==> src/rtl/piso_shift_tx.sv <==
// Parallel-in serial-out transmitter: accepts a WIDTH-bit word and sends it LSB first,
// each bit held CLKS_PER_BIT cycles. Optional even-parity bit when PARITY_EN is defined.
`timescale 1ns/1ps

module piso_shift_tx #(
  parameter int WIDTH        = 4,
  parameter int CLKS_PER_BIT = 1
) (
  input  logic             clk,
  input  logic             reset,
  input  logic             in_valid,
  output logic             in_ready,
  input  logic [WIDTH-1:0] inp,
  output logic             serial_out,
  output logic [1:0]       sel_out,
  output logic             busy,
  output logic             done,
  output logic             par_valid
);

  localparam int CNT_W = (CLKS_PER_BIT > 1) ? $clog2(CLKS_PER_BIT) : 1;
  localparam int BIT_W = $clog2(WIDTH);

  localparam logic [CNT_W-1:0] CNT_LAST = CNT_W'(CLKS_PER_BIT - 1);
  localparam logic [BIT_W-1:0] BIT_LAST = BIT_W'(WIDTH - 1);

  localparam logic [1:0] ST_IDLE   = 2'd0;
  localparam logic [1:0] ST_SHIFT  = 2'd1;
`ifdef PARITY_EN
  localparam logic [1:0] ST_PARITY = 2'd2;
`endif
  localparam logic [1:0] ST_DONE   = 2'd3;

  localparam logic [1:0] SEL_SHIFT = 2'b10;
  localparam logic [1:0] SEL_HOLD  = 2'b00;

  logic [1:0]       state;
  logic [WIDTH-1:0] shift_reg;
  logic [BIT_W-1:0] bit_cnt;
  logic [CNT_W-1:0] cyc_cnt;
  logic             bit_end;
`ifdef PARITY_EN
  logic             par_bit;
`endif

  assign bit_end = (cyc_cnt == CNT_LAST);

  // NOTE: sequential state uses non-blocking assignments so every register samples
  // pre-edge values; blocking here would create order-dependent simulation races.
  always_ff @(posedge clk or negedge reset) begin
    if (!reset) begin
      // NOTE: the shift register is a datapath register but is reset anyway so that
      // an aborted word leaves no residue visible on serial_out.
      state     <= ST_IDLE;
      shift_reg <= '0;
      bit_cnt   <= '0;
      cyc_cnt   <= '0;
`ifdef PARITY_EN
      par_bit   <= 1'b0;
`endif
    end else begin
      case (state)
        ST_IDLE: begin
          if (in_valid) begin
            shift_reg <= inp;
            bit_cnt   <= '0;
            cyc_cnt   <= '0;
`ifdef PARITY_EN
            par_bit   <= ^inp;
`endif
            state     <= ST_SHIFT;
          end
        end

        ST_SHIFT: begin
          if (bit_end) begin
            cyc_cnt   <= '0;
            shift_reg <= shift_reg >> 1;
            if (bit_cnt == BIT_LAST) begin
              bit_cnt <= '0;
`ifdef PARITY_EN
              state   <= ST_PARITY;
`else
              state   <= ST_DONE;
`endif
            end else begin
              bit_cnt <= bit_cnt + BIT_W'(1);
            end
          end else begin
            cyc_cnt <= cyc_cnt + CNT_W'(1);
          end
        end

`ifdef PARITY_EN
        ST_PARITY: begin
          if (bit_end) begin
            cyc_cnt <= '0;
            state   <= ST_DONE;
          end else begin
            cyc_cnt <= cyc_cnt + CNT_W'(1);
          end
        end
`endif

        ST_DONE: state <= ST_IDLE;

        default: state <= ST_IDLE;
      endcase
    end
  end

  // Outputs decode purely from registered state, so reset forces them without a clock.
  always_comb begin
    // NOTE: every output gets a default first so no path through the case infers a latch.
    in_ready   = 1'b0;
    busy       = 1'b1;
    done       = 1'b0;
    serial_out = 1'b0;
    sel_out    = SEL_HOLD;
    par_valid  = 1'b0;
    case (state)
      ST_IDLE: begin
        in_ready = 1'b1;
        busy     = 1'b0;
      end
      ST_SHIFT: begin
        serial_out = shift_reg[0];
        sel_out    = bit_end ? SEL_SHIFT : SEL_HOLD;
      end
`ifdef PARITY_EN
      ST_PARITY: begin
        serial_out = par_bit;
        par_valid  = 1'b1;
      end
`endif
      ST_DONE: done = 1'b1;
      default: ;
    endcase
  end

endmodule

==> config.mk <==
export PLATFORM = sky130hd
export DESIGN_NAME = piso_shift_tx
export DESIGN_NICKNAME = d
export VERILOG_FILES = /design/src/rtl/piso_shift_tx.sv
export SDC_FILE = /design/constraint.sdc
export NUM_CORES = 1
export LEC_CHECK = 0
export ABC_AREA = 1
export CAP_MARGIN = 5
export CORE_AREA = 2 2 39 41
export DETAILED_ROUTE_END_ITERATION = 12
export DIE_AREA = 0 0 41 43
export GPL_ROUTABILITY_DRIVEN = 0
export SYNTH_ARGS = -nofsm -noshare
export SYNTH_HDL_FRONTEND = slang
export SYNTH_SLANG_ARGS = --single-unit
==> constraint.sdc <==
create_clock -name clk -period 1.1 [get_ports clk]
set_clock_uncertainty 0.15 [all_clocks]
set_input_delay 0.165 -clock clk [delete_from_list [all_inputs] [get_ports clk]]
set_output_delay 0.165 -clock clk [all_outputs]
set_load 0.05 [all_outputs]
==> results.txt <==
* Yosys top cell area share: 47.62%
* Netlist Area Pre-Place: 420.4 um^2
* Later-pin clock latency in the skew report: approximately 0.26 ns
* Slowest stage cell on the critical path: dfrtp_2
- After legalization and detailed placement, the total HPWL measured 677.8 um.
* Number of search-and-repair iterations in the first detailed-routing pass: 4
* Arrival time at the worst endpoint: between 1 and 1.5 ns
- For this design the ratio of total power to cell area is between 3000 and 4000 nW/um^2.
- Number of buffers inserted during clock tree synthesis: 3
- DRC: 0
- The critical path is of the reg2out type.
- In this run the number of H-tree levels came out at 1.
* Count of filler cells inserted in the layout: 119
- The number of antenna violations at the first check in global routing came to 0.
* Clk sink count: 8
* Final critical path time including I/O delays and setup: 1.474 ns
- Die boundary width: 41 um
- Main area contributors after synthesis: dfrtp_1 48%, nand2_1 21%, nand3_1 4.8%, o21ai_4 3.9%, buf_4 3.6%
- Class of the tightest hold or removal check: in2async
* Number of global-route vias before repair: 414
- WL per Instance: ~11 um
* Std-Cell Rows: 14
- STA classifies the critical path endpoint as an output port.
- For this block, the routed nets add up to 1052 um of wire.
- The checks that failed: setup timing.
- Global routing used 14.68% of the available tracks across all layers.
- Detailed-route via count: 429
* Final count of hold timing violations: 0
- Die Outline Area: 1763 um^2
- Once layout is complete, the cells apart from fillers number roughly 100.
- In this run the worst path has a maximum fanout of 3.
- VDD sags by at most between 1 and 1.5 mV.
* Seq cells post-synth: 8
* Leakage power: 0.3950 nW
- I/O Pins: 14
- Setup repair after global routing missed its margin: yes
* Synth-to-layout area growth: 88.10%
- Via density per instance: around 4.4
- In this run, the number of DRC markers left after iteration 0 of detailed routing was 5.
- Sequential share of the synthesized area: 47.62%
- Counting tap cells, the placed design contains a total of 86 instances.
- Buffers placed on the I/O ports in this run total 11.
- Final net count: 91
- CTS Hold Buffers Added: 0
* Area of the multi-input gates: 221.5 um^2
* Number of antenna cells inserted: 0
- At the worst endpoint, the required time is 0.78 ns.
- Yosys printed 0 warnings.
- In this run, distinct cell masters in the synthesized netlist total 14.
- In this run the remaining antenna-violating nets after routing total 0.
- Maximum number of pins on one net before global-route repair: 9
- Upper clock frequency limit: roughly 0.68 GHz
- The die is between 40 and 50 um tall.
- After clock tree synthesis, the clock-pin slew on the worst setup and hold paths is 0.06 ns.
- The root buffer cell chosen for the clock tree is clkbuf_4.
* Critical Path Start Type: flip-flop
* Starting Density: 30.38%
* Global route overflow: 0
- Area occupied by registers: between 200 and 250 um^2
- Result of the run: finished, violations left
- Post-Synthesis Cells: 54
- Setup violations remaining at the end of the flow were counted as 12.
- Counting along the longest clock path gives a buffer depth of 2.
- Post-route worst setup slack: -0.3744 ns
* Count of maximum capacitance violations: 0
- Per-instance average area after synthesis: between 7 and 8 um^2
- TritonCTS built the clock tree.
- The register with the most flip-flops in the layout has 4 of them.
- Period utilisation layout: 134.0%
- Maximum cell stage delay along the critical path: 0.42 ns
- Share of cells above drive strength 1: about half
- The max-slew violation total from the final report is 0.
- Final core utilization: 57.14%
- dfrtp_1 takes more of the synthesized area than any other cell.
- Worst path cell trace: buf_6 > nor2_4 > inv_2 > buf_12
- Area of the placeable core: 1384 um^2
- Global-route wire length before repair: 1649 um
==> critical path: cells and delay by family, from the launching register on <==
kind / cells / cell delay [ns]
buffers and inverters: 3 / 0.32
and+or+nand+nor: 1 / 0.15
DFF: 1 / 0.42
==> per-stage QoR <==
step | area (um^2) | TNS [ns] | hold slack (ns) | worst slack, ns | total power [W]
detailed placement | 655.6 | -1.825 | 0.3108 | -0.2693 | 0.001914
global placement | 655.6 | -1.624 | 0.3129 | -0.2277 | 0.001909
global route | 790.8 | -3.694 | 0.04280 | -0.4219 | 0.002674
finish | 790.8 | -3.082 | 0.02773 | -0.3744 | 0.002495
CTS | 753.2 | -3.206 | 0.03272 | -0.3738 | 0.002391
floorplan | 449.2 | -0.6732 | -0.2806 | -0.2912 | 0.001298
==> layout make-up <==
type	count	share of cell area, %
flip-flops and latches	8	25.47
clock buffers	4	3.323
inverters	7	3.797
repair buffers	26	36.87
well taps	16	2.532
multi-input cells	37	28.01
==> synth_stat cells <==
master,instances
inv_1,4
ha_1,1
dfrtp_1,8
nand2_2,1
buf_6,1
buf_4,2
o21ai_1,1
inv_2,3
nand2_1,23
conb_1,1
o21ai_4,1
nor2_2,1
nand3_1,4
nor2_1,3
==> cells by family (layout without fill, tap and decap cells) <==
kind of cell | Yosys count | after routing | share of synthesized area, %
AO/OA/AOI/OAI | 2 | 2 | 5.059
buffers and inverters | 10 | 37 | 12.50
adder cells (fa/ha/maj) | 1 | 1 | 2.976
AND/OR/NAND/NOR | 32 | 32 | 30.95
other | 1 | 2 | 0.8920
flip-flops | 8 | 8 | 47.62
==> power by group <==
part | switching (W) | internal [W] | leakage [nW] | total, W
registers | 0.0000898 | 0.000415 | 0.0990 | 0.000505
logic | 0.000893 | 0.000859 | 0.281 | 0.00175
clock network | 0.0000994 | 0.000139 | 0.0150 | 0.000238
==> cell usage in the layout, fill, tap and decap left out, types with 2 or more instances in the layout <==
master           netlist  final
nand2_1               23     17
nand2_2                1      6
buf_12                 0      5
buf_6                  1      5
nor2_4                 0      3
inv_2                  3      4
buf_4                  2     10
inv_1                  4      2
nand3_2                0      2
clkbuf_4               0      3
nand3_1                4      2
clkdlybuf4s50_1        0      6
conb_1                 1      2
dfrtp_1                8      7
==> final timing paths <==
kind                       cells after the start  slack (ns)            to          from
setup / recovery                               4       -0.37          busy      state[1]
hold / removal                                 1        0.03      state[0]         reset
setup reg to reg                               6       -0.22  shift_reg[2]      state[0]
hold reg to reg                                2        0.34  shift_reg[0]  shift_reg[0]
max in group asynchronous                      1        0.50      state[1]         reset
min in group clk                               2        0.34  shift_reg[0]  shift_reg[0]
==> layer usage <==
metal	wire length [um]	vias up	track usage, %
li1	-	215	-
met3	63	2	4.712
met2	553	17	22.81
met5	0	-	0
met4	21	0	10.00
met1	414	195	15.88
==> repair_timing <==
item | in CTS | in global routing
endpoints found under the hold margin | 0 | 0
gates resized for setup | 6 | 9
setup endpoints to repair | 12 | 13
setup buffers | 7 | 1
pin swaps | 4 | 3
(Power assumes the default switching activity.)
